==> src/rtl/i2c_pkg.sv <==
// Shared definitions for the I2C master transaction engine.
//   state_t        : transaction FSM states
//   Q0..Q3         : quarter-phase encodings inside one bus slot
//   BITS_PER_BYTE  : data/address bit slots per byte
//   ACK_SLOTS      : acknowledge slots following each byte
//   calc_divider   : system clocks per SCL quarter period
package i2c_pkg;

   typedef enum logic [3:0] {
      ST_IDLE,
      ST_START,
      ST_ADDR,
      ST_ADDR_ACK,
      ST_WRITE,
      ST_WRITE_ACK,
      ST_READ,
      ST_READ_ACK,
      ST_STOP
   } state_t;

   localparam logic [1:0] Q0 = 2'd0;
   localparam logic [1:0] Q1 = 2'd1;
   localparam logic [1:0] Q2 = 2'd2;
   localparam logic [1:0] Q3 = 2'd3;

   localparam int BITS_PER_BYTE = 8;
   localparam int ACK_SLOTS     = 1;

   function automatic int calc_divider(input int clock_frequency, input int baud_rate);
      return clock_frequency / (4 * baud_rate);
   endfunction

endpackage

==> src/rtl/i2c_quarter_tick.sv <==
// Quarter-period timebase for the I2C engine.
// Ports:
//   clock   : system clock
//   Reset   : synchronous active-low reset
//   restart : synchronous restart; holds the divider at count 0, phase Q0
//   tick    : high in the last clock of each quarter period
//   phase   : quarter index of the current quarter (Q0..Q3)
module i2c_quarter_tick
   import i2c_pkg::*;
#(
   parameter int Divider = 500
) (
   input  logic       clock,
   input  logic       Reset,
   input  logic       restart,
   output logic       tick,
   output logic [1:0] phase
);

   localparam int CntWidth = (Divider > 1) ? $clog2(Divider) : 1;
   localparam logic [CntWidth-1:0] TermCount = CntWidth'(Divider - 1);

   logic [CntWidth-1:0] count;

   assign tick = (count == TermCount);

   always_ff @(posedge clock) begin
      if (!Reset || restart) begin
         count <= '0;
         phase <= Q0;
      end else if (count == TermCount) begin
         count <= '0;
         phase <= phase + 2'd1;
      end else begin
         count <= count + 1'b1;
      end
   end

endmodule

==> src/rtl/i2c_master_transaction_engine.sv <==
// Single-master I2C transaction engine: START, address + R/W, 0..MaxBytes
// data bytes (write or read), STOP. Checks every slave ACK, drives master
// ACK/NACK on reads.
// Ports:
//   clock, Reset            : system clock, synchronous active-low reset
//   Go                      : transaction request, accepted only in IDLE
//   SlaveAddress/ReadorWrite/ByteCount : transaction setup, latched on accept
//   WriteData/WriteDataLoad : next write byte, captured while WriteDataLoad=1
//   ReadData/ReadDataValid  : last received byte and its update pulse
//   SCL, SDA_in, SDA_drive_low : bus pins (SDA open-drain via drive-low)
//   Busy, Done, AckError    : transaction status
//
// state     | meaning
// ----------+-------------------------------------------------------------
// IDLE      | bus released, waiting for Go
// START     | SDA falls while SCL high
// ADDR      | 8 slots: {SlaveAddress, ReadorWrite}, MSB first
// ADDR_ACK  | SDA released, slave ACK sampled
// WRITE     | 8 slots of the current write byte, MSB first
// WRITE_ACK | SDA released, slave ACK sampled
// READ      | SDA released, 8 bits sampled MSB first
// READ_ACK  | master ACK (more bytes) or NACK (last byte)
// STOP      | SDA rises while SCL high, then Done
module i2c_master_transaction_engine
   import i2c_pkg::*;
#(
   parameter int ClockFrequency = 60000000,
   parameter int BaudRate       = 30000,
   parameter int MaxBytes       = 2,
   parameter int CountWidth     = 2
) (
   input  logic                  clock,
   input  logic                  Reset,
   input  logic                  Go,
   input  logic [6:0]            SlaveAddress,
   input  logic                  ReadorWrite,
   input  logic [CountWidth-1:0] ByteCount,
   input  logic [7:0]            WriteData,
   output logic                  WriteDataLoad,
   output logic [7:0]            ReadData,
   output logic                  ReadDataValid,
   output logic                  SCL,
   input  logic                  SDA_in,
   output logic                  SDA_drive_low,
   output logic                  Busy,
   output logic                  Done,
   output logic                  AckError
);

   localparam int Divider = calc_divider(ClockFrequency, BaudRate);
   localparam logic [CountWidth-1:0] MaxCount = CountWidth'(MaxBytes);
   localparam logic [CountWidth-1:0] OneLeft  = CountWidth'(1);
   localparam logic [2:0]            TopBit   = 3'(BITS_PER_BYTE - 1);

   state_t                state;
   state_t                nxt_state;
   logic                  tick;
   logic [1:0]            phase;
   logic [1:0]            nxt_phase;
   logic                  slot_end;
   logic                  scl_next;
   logic [7:0]            addr_byte;
   logic [7:0]            tx_byte;
   logic [7:0]            rx_shift;
   logic [2:0]            bit_idx;
   logic [2:0]            bit_idx_m1;
   logic [CountWidth-1:0] remaining;
   logic [CountWidth-1:0] count_clamped;
   logic                  is_read;
   logic                  sda_sample;

   i2c_quarter_tick #(
      .Divider (Divider)
   ) u_quarter_tick (
      .clock   (clock),
      .Reset   (Reset),
      .restart (state == ST_IDLE),
      .tick    (tick),
      .phase   (phase)
   );

   assign bit_idx_m1    = bit_idx - 3'd1;
   assign count_clamped = (ByteCount > MaxCount) ? MaxCount : ByteCount;

   // Slot sequencing and the SCL level of the quarter about to begin, so
   // that SCL is registered and changes exactly on the quarter boundary.
   always_comb begin
      slot_end  = tick && (phase == Q3);
      nxt_phase = phase + 2'd1;
      nxt_state = state;
      if (slot_end) begin
         case (state)
            ST_START:     nxt_state = ST_ADDR;
            ST_ADDR:      nxt_state = (bit_idx == 3'd0) ? ST_ADDR_ACK : ST_ADDR;
            ST_ADDR_ACK: begin
               if (sda_sample || (remaining == '0)) nxt_state = ST_STOP;
               else if (is_read)                    nxt_state = ST_READ;
               else                                 nxt_state = ST_WRITE;
            end
            ST_WRITE:     nxt_state = (bit_idx == 3'd0) ? ST_WRITE_ACK : ST_WRITE;
            ST_WRITE_ACK: nxt_state = (sda_sample || (remaining == OneLeft)) ? ST_STOP : ST_WRITE;
            ST_READ:      nxt_state = (bit_idx == 3'd0) ? ST_READ_ACK : ST_READ;
            ST_READ_ACK:  nxt_state = (remaining == OneLeft) ? ST_STOP : ST_READ;
            ST_STOP:      nxt_state = ST_IDLE;
            default:      nxt_state = ST_IDLE;
         endcase
      end

      scl_next = 1'b1;
      case (nxt_state)
         ST_IDLE:  scl_next = 1'b1;
         ST_START: scl_next = (nxt_phase != Q3);
         ST_STOP:  scl_next = (nxt_phase != Q0);
         default:  scl_next = (nxt_phase == Q1) || (nxt_phase == Q2);
      endcase
   end

   always_ff @(posedge clock) begin
      if (!Reset) begin
         state         <= ST_IDLE;
         SCL           <= 1'b1;
         SDA_drive_low <= 1'b0;
         Busy          <= 1'b0;
         Done          <= 1'b0;
         AckError      <= 1'b0;
         ReadData      <= 8'h00;
         ReadDataValid <= 1'b0;
         WriteDataLoad <= 1'b0;
         addr_byte     <= 8'h00;
         tx_byte       <= 8'h00;
         rx_shift      <= 8'h00;
         bit_idx       <= 3'd0;
         remaining     <= '0;
         is_read       <= 1'b0;
         sda_sample    <= 1'b1;
      end else begin
         Done          <= 1'b0;
         ReadDataValid <= 1'b0;
         WriteDataLoad <= 1'b0;

         // Write byte arrives one clock into q0 of bit 7; SCL is low then.
         if (WriteDataLoad) begin
            tx_byte       <= WriteData;
            SDA_drive_low <= ~WriteData[7];
         end

         if (state == ST_IDLE) begin
            // Done blocks acceptance so at least one idle cycle separates transactions.
            if (Go && !Done) begin
               addr_byte <= {SlaveAddress, ReadorWrite};
               is_read   <= ReadorWrite;
               remaining <= count_clamped;
               Busy      <= 1'b1;
               AckError  <= 1'b0;
               state     <= ST_START;
            end
         end else if (tick) begin
            SCL <= scl_next;

            if (phase == Q2) begin
               sda_sample <= SDA_in;
               if (state == ST_READ) rx_shift <= {rx_shift[6:0], SDA_in};
            end

            if ((state == ST_START) && (phase == Q0)) SDA_drive_low <= 1'b1;
            if ((state == ST_STOP)  && (phase == Q2)) SDA_drive_low <= 1'b0;

            if (slot_end) begin
               state <= nxt_state;
               case (state)
                  ST_START: begin
                     bit_idx       <= TopBit;
                     SDA_drive_low <= ~addr_byte[7];
                  end
                  ST_ADDR: begin
                     if (bit_idx != 3'd0) begin
                        bit_idx       <= bit_idx_m1;
                        SDA_drive_low <= ~addr_byte[bit_idx_m1];
                     end else begin
                        SDA_drive_low <= 1'b0;
                     end
                  end
                  ST_ADDR_ACK: begin
                     if (sda_sample) AckError <= 1'b1;
                     bit_idx <= TopBit;
                     if (!sda_sample && (remaining != '0) && !is_read) WriteDataLoad <= 1'b1;
                  end
                  ST_WRITE: begin
                     if (bit_idx != 3'd0) begin
                        bit_idx       <= bit_idx_m1;
                        SDA_drive_low <= ~tx_byte[bit_idx_m1];
                     end else begin
                        SDA_drive_low <= 1'b0;
                     end
                  end
                  ST_WRITE_ACK: begin
                     if (sda_sample) begin
                        AckError <= 1'b1;
                     end else begin
                        remaining <= remaining - 1'b1;
                        if (remaining != OneLeft) begin
                           bit_idx       <= TopBit;
                           WriteDataLoad <= 1'b1;
                        end
                     end
                  end
                  ST_READ: begin
                     if (bit_idx != 3'd0) begin
                        bit_idx <= bit_idx_m1;
                     end else begin
                        ReadData      <= rx_shift;
                        ReadDataValid <= 1'b1;
                        // ACK while more bytes follow, NACK the last one.
                        SDA_drive_low <= (remaining != OneLeft);
                     end
                  end
                  ST_READ_ACK: begin
                     remaining     <= remaining - 1'b1;
                     bit_idx       <= TopBit;
                     SDA_drive_low <= 1'b0;
                  end
                  ST_STOP: begin
                     Busy <= 1'b0;
                     Done <= 1'b1;
                  end
                  default: ;
               endcase
               // STOP opens with SDA held low under a low SCL.
               if (nxt_state == ST_STOP) SDA_drive_low <= 1'b1;
            end
         end
      end
   end

endmodule

==> config.mk <==
export PLATFORM = sky130hd
export DESIGN_NAME = i2c_master_transaction_engine
export DESIGN_NICKNAME = d
export VERILOG_FILES = /design/src/rtl/i2c_pkg.sv /design/src/rtl/i2c_quarter_tick.sv /design/src/rtl/i2c_master_transaction_engine.sv
export SDC_FILE = /design/constraint.sdc
export NUM_CORES = 1
export LEC_CHECK = 0
export CORE_MARGIN = 5
export CORE_UTILIZATION = 55
export DETAILED_ROUTE_END_ITERATION = 10
export HOLD_SLACK_MARGIN = 0.03
export PLACE_DENSITY = 0.9
export SLEW_MARGIN = 20
export SYNTH_ARGS = -nofsm -noshare
export SYNTH_HDL_FRONTEND = slang
export SYNTH_SLANG_ARGS = --single-unit
export TNS_END_PERCENT = 1
==> constraint.sdc <==
create_clock -name clock -period 2.5 [get_ports clock]
set_input_delay 0.5 -clock clock [delete_from_list [all_inputs] [get_ports clock]]
set_output_delay 0.5 -clock clock [all_outputs]
set_load 0.01 [all_outputs]
==> impl_metrics.py <==
metrics = {
    "synth": {
        "syn_nets": 368,
        "synth_top_area_share_pct": 39.95,
        "syn-cell-area_um2": 3007,
        "synth_cell_types": 54,
        "synth_edf_count": 0,
        "yosysMostFrequentCell": "dfxtp_1",
        "ys_warn_count": 0,
        "ys_ff_latch": 60,
        "synthTopCellsByCount": "dfxtp_1 (60), nor2_1 (57), nand2_1 (34)",
        "synth_flop_cell": "dfxtp_1",
        "syn_avg_cell_area_um2": 8.922,
        "yosysSeqAreaShare_pct": 39.95,
        "synth_top_cell_by_area": "dfxtp_1",
        "synth_area_leaders": "dfxtp_1 (40%), mux2i_1 (8.7%), nor2_1 (7.1%)",
        "ys_async_sr_fraction_pct": 0,
        "netlist_instances": 337,
    },
    "setup_path": {
        "startpoint": "state[2]$_SDFFE_PN0P_",
        "end_kind": "flip-flop",
        "critical_path_required_ps": 2730,
        "timing.rr.start": "state[2]$_SDFFE_PN0P_",
        "worstSetupStartpointType": "flip-flop",
        "crit_type": "reg2reg",
        "arrival_ps": 2490,
        "cp_max_fo": 15,
    },
    "routing": {
        "drt_iter0_markers": 280,
        "wirelength_mm": 7.204,
        "remaining_drc_errors": 0,
        "routed-via-count": 2624,
        "vias_per_cell": 5.780,
        "first_pass_iters": 5,
        "ant_nets": 0,
        "wire_per_inst_um": 15.87,
    },
    "clock_tree": {
        "clock-root-buffer": "clkbuf_8",
        "hold_buffers": 0,
        "insertion_delay_ps": 340,
        "cts_resized": 0,
        "cts_inserted_buffers": 9,
        "cts.sinks": 60,
        "clk_path_buf_depth": 2,
        "clkTransAtPathRegs_ps": 70,
        "postCtsSetupBuffers": 0,
        "h-tree-depth": 3,
        "cts_tree": "yes",
    },
    "timing": {
        "relSlewSlack_pct": 60.70,
        "fmax_mhz": 442.8,
        "post-route-min-period_ps": 2258,
        "finalSetupViolCount": 0,
        "tns_ps": 0,
        "worst-slew-pin-transition_ps": 588.8,
        "report.final.hold_viol_count": 0,
        "fin_skew_ps": 6.336,
        "final_max_slew_viol_count": 0,
        "rsz0062_at_grt": "no",
        "period_share_pct": 90.33,
    },
    "final_layout": {
        "antenna_cells": 0,
        "finalNetCount": 408,
        "layout-drive-gt1-share_pct": 12.04,
        "fin_util_pct": 68.17,
        "design_area_um2": 3685,
        "syn_to_final_growth_pct": 22.55,
    },
    "flow_run": {
        "drv_cap": 0,
    },
    "hold_path": {
        "min_path_type": "reg2reg",
        "hp-start": "addr_byte[4]$_SDFFE_PN0P_",
    },
    "run_status": {
        "status": "finished clean",
    },
    "placed_design": {
        "dpl_cell_area_um2": 3437,
        "dpl.hpwl_mm": 5.052,
        "gp_congestion": 0.9527,
        "port_buffers": 36,
    },
    "power_and_ir_drop": {
        "peakVddDrop_v": 0.0005247,
        "power_mw": 2.214,
        "power.leakage_nw": 1.383,
        "p_per_area_nw_per_um2": 600.7,
    },
    "floorplan": {
        "fp-row-count": 27,
        "die_h_um": 83.94,
        "dieWidth_um": 83.94,
        "io_pins": 37,
        "dieArea_um2": 7045,
        "initial_core_util_pct": 55.63,
        "coreArea_um2": 5405,
    },
    "global_route": {
        "antenna_found_initial": 0,
        "grt_first_pass_wirelength_mm": 12.26,
        "grt_pass1_vias": 2589,
        "grt_usage_pct": 21.33,
        "grt_max_degree": 25,
        "grt_overflow": 0,
    },
}
-- metrics by stage --
stage / instances / hold WS [ps] / setup slack (ps)
CTS: 454 / 460.8 / 279.7
global route: 454 / 491.9 / 117.4
detailed placement: 438 / 448.6 / 359.0
finish: 454 / 462.4 / 241.8
floorplan: 337 / 430.3 / 366.5
global placement: 438 / 440.5 / 424.1
-- cells by family after synthesis --
kind of cell    synth area share [%]
compound gates                 11.53
xor+xnor                       3.205
fa+ha+maj                      3.745
buf+inv                        4.786
flops                          39.95
mux                            11.65
simple gates                   25.14
-- registers in the layout, summed over array words and instances, names as in the netlist --
register / count
remaining: 2
Done: 1
addr_byte: 8
state: 4
ReadData: 8
sda_sample: 1
rx_shift: 8
ReadDataValid: 1
tx_byte: 8
SCL: 1
u_quarter_tick.count: 9
SDA_drive_low: 1
bit_idx: 3
u_quarter_tick.phase: 2
AckError: 1
WriteDataLoad: 1
Busy: 1
-- metal layers --
metal	wire length, um	vias to the layer above	GRT usage (%)
li1	-	1254	-
met1	2850	1232	25.38
met2	3641	113	36.15
met3	527	25	5.232
met4	184	0	9.649
met5	0	-	0
-- final cells by class --
class / count / area, um^2
fill: 388 / 1720
multi-input combinational: 247 / 1662
tap: 72 / 90.09
inverter: 13 / 48.80
clock inverter: 7 / 123.9
sequential: 60 / 1201
clock buffer: 9 / 123.9
timing repair buffer: 46 / 435.4
-- path summary, 6_finish.rpt --
path	to	slack (ps)	depth (start not counted)
setup / recovery	ReadData[5]$_SDFFE_PN0P_	240	6
hold / removal	addr_byte[4]$_SDFFE_PN0P_	460	2
setup reg to reg	ReadData[5]$_SDFFE_PN0P_	240	6
hold reg to reg	addr_byte[4]$_SDFFE_PN0P_	460	2
-- report_power, final --
part           internal [mW]  switching (mW)  total, mW
clock network          0.668           0.408       1.08
registers              0.971          0.0147      0.986
logic                 0.0771          0.0752      0.152
total                   1.72           0.497       2.21
-- layout by cell type, fill, tap and decap left out, types with 2 or more instances in the layout --
master,n
a211oi_1,2
a21o_1,3
o22ai_1,2
nor3_1,6
dfxtp_1,60
buf_4,10
o21ai_0,5
nand2_1,34
nor2b_1,7
inv_1,13
a21oi_1,20
nand3_2,4
nand4b_1,2
nor2_1,57
o31ai_1,2
clkbuf_8,9
nand3_1,10
xnor2_1,8
nand4_1,4
bufinv_16,3
nand3b_1,3
ha_1,9
a211oi_2,2
mux2i_1,26
xor2_1,3
a31oi_1,2
o311ai_0,2
nand2b_1,3
clkdlybuf4s50_1,36
and3_1,4
clkinv_4,2
mux4_2,4
-- critical path, stage by stage (launching register included) --
cell and delay, ps:
dfxtp_1 630, nor2b_1 370, and3b_1 250, nand3b_1 210, nor2_4 350, mux2i_1 270, nor2_1 60
No activity file was read; power rests on OpenSTA's default activity.
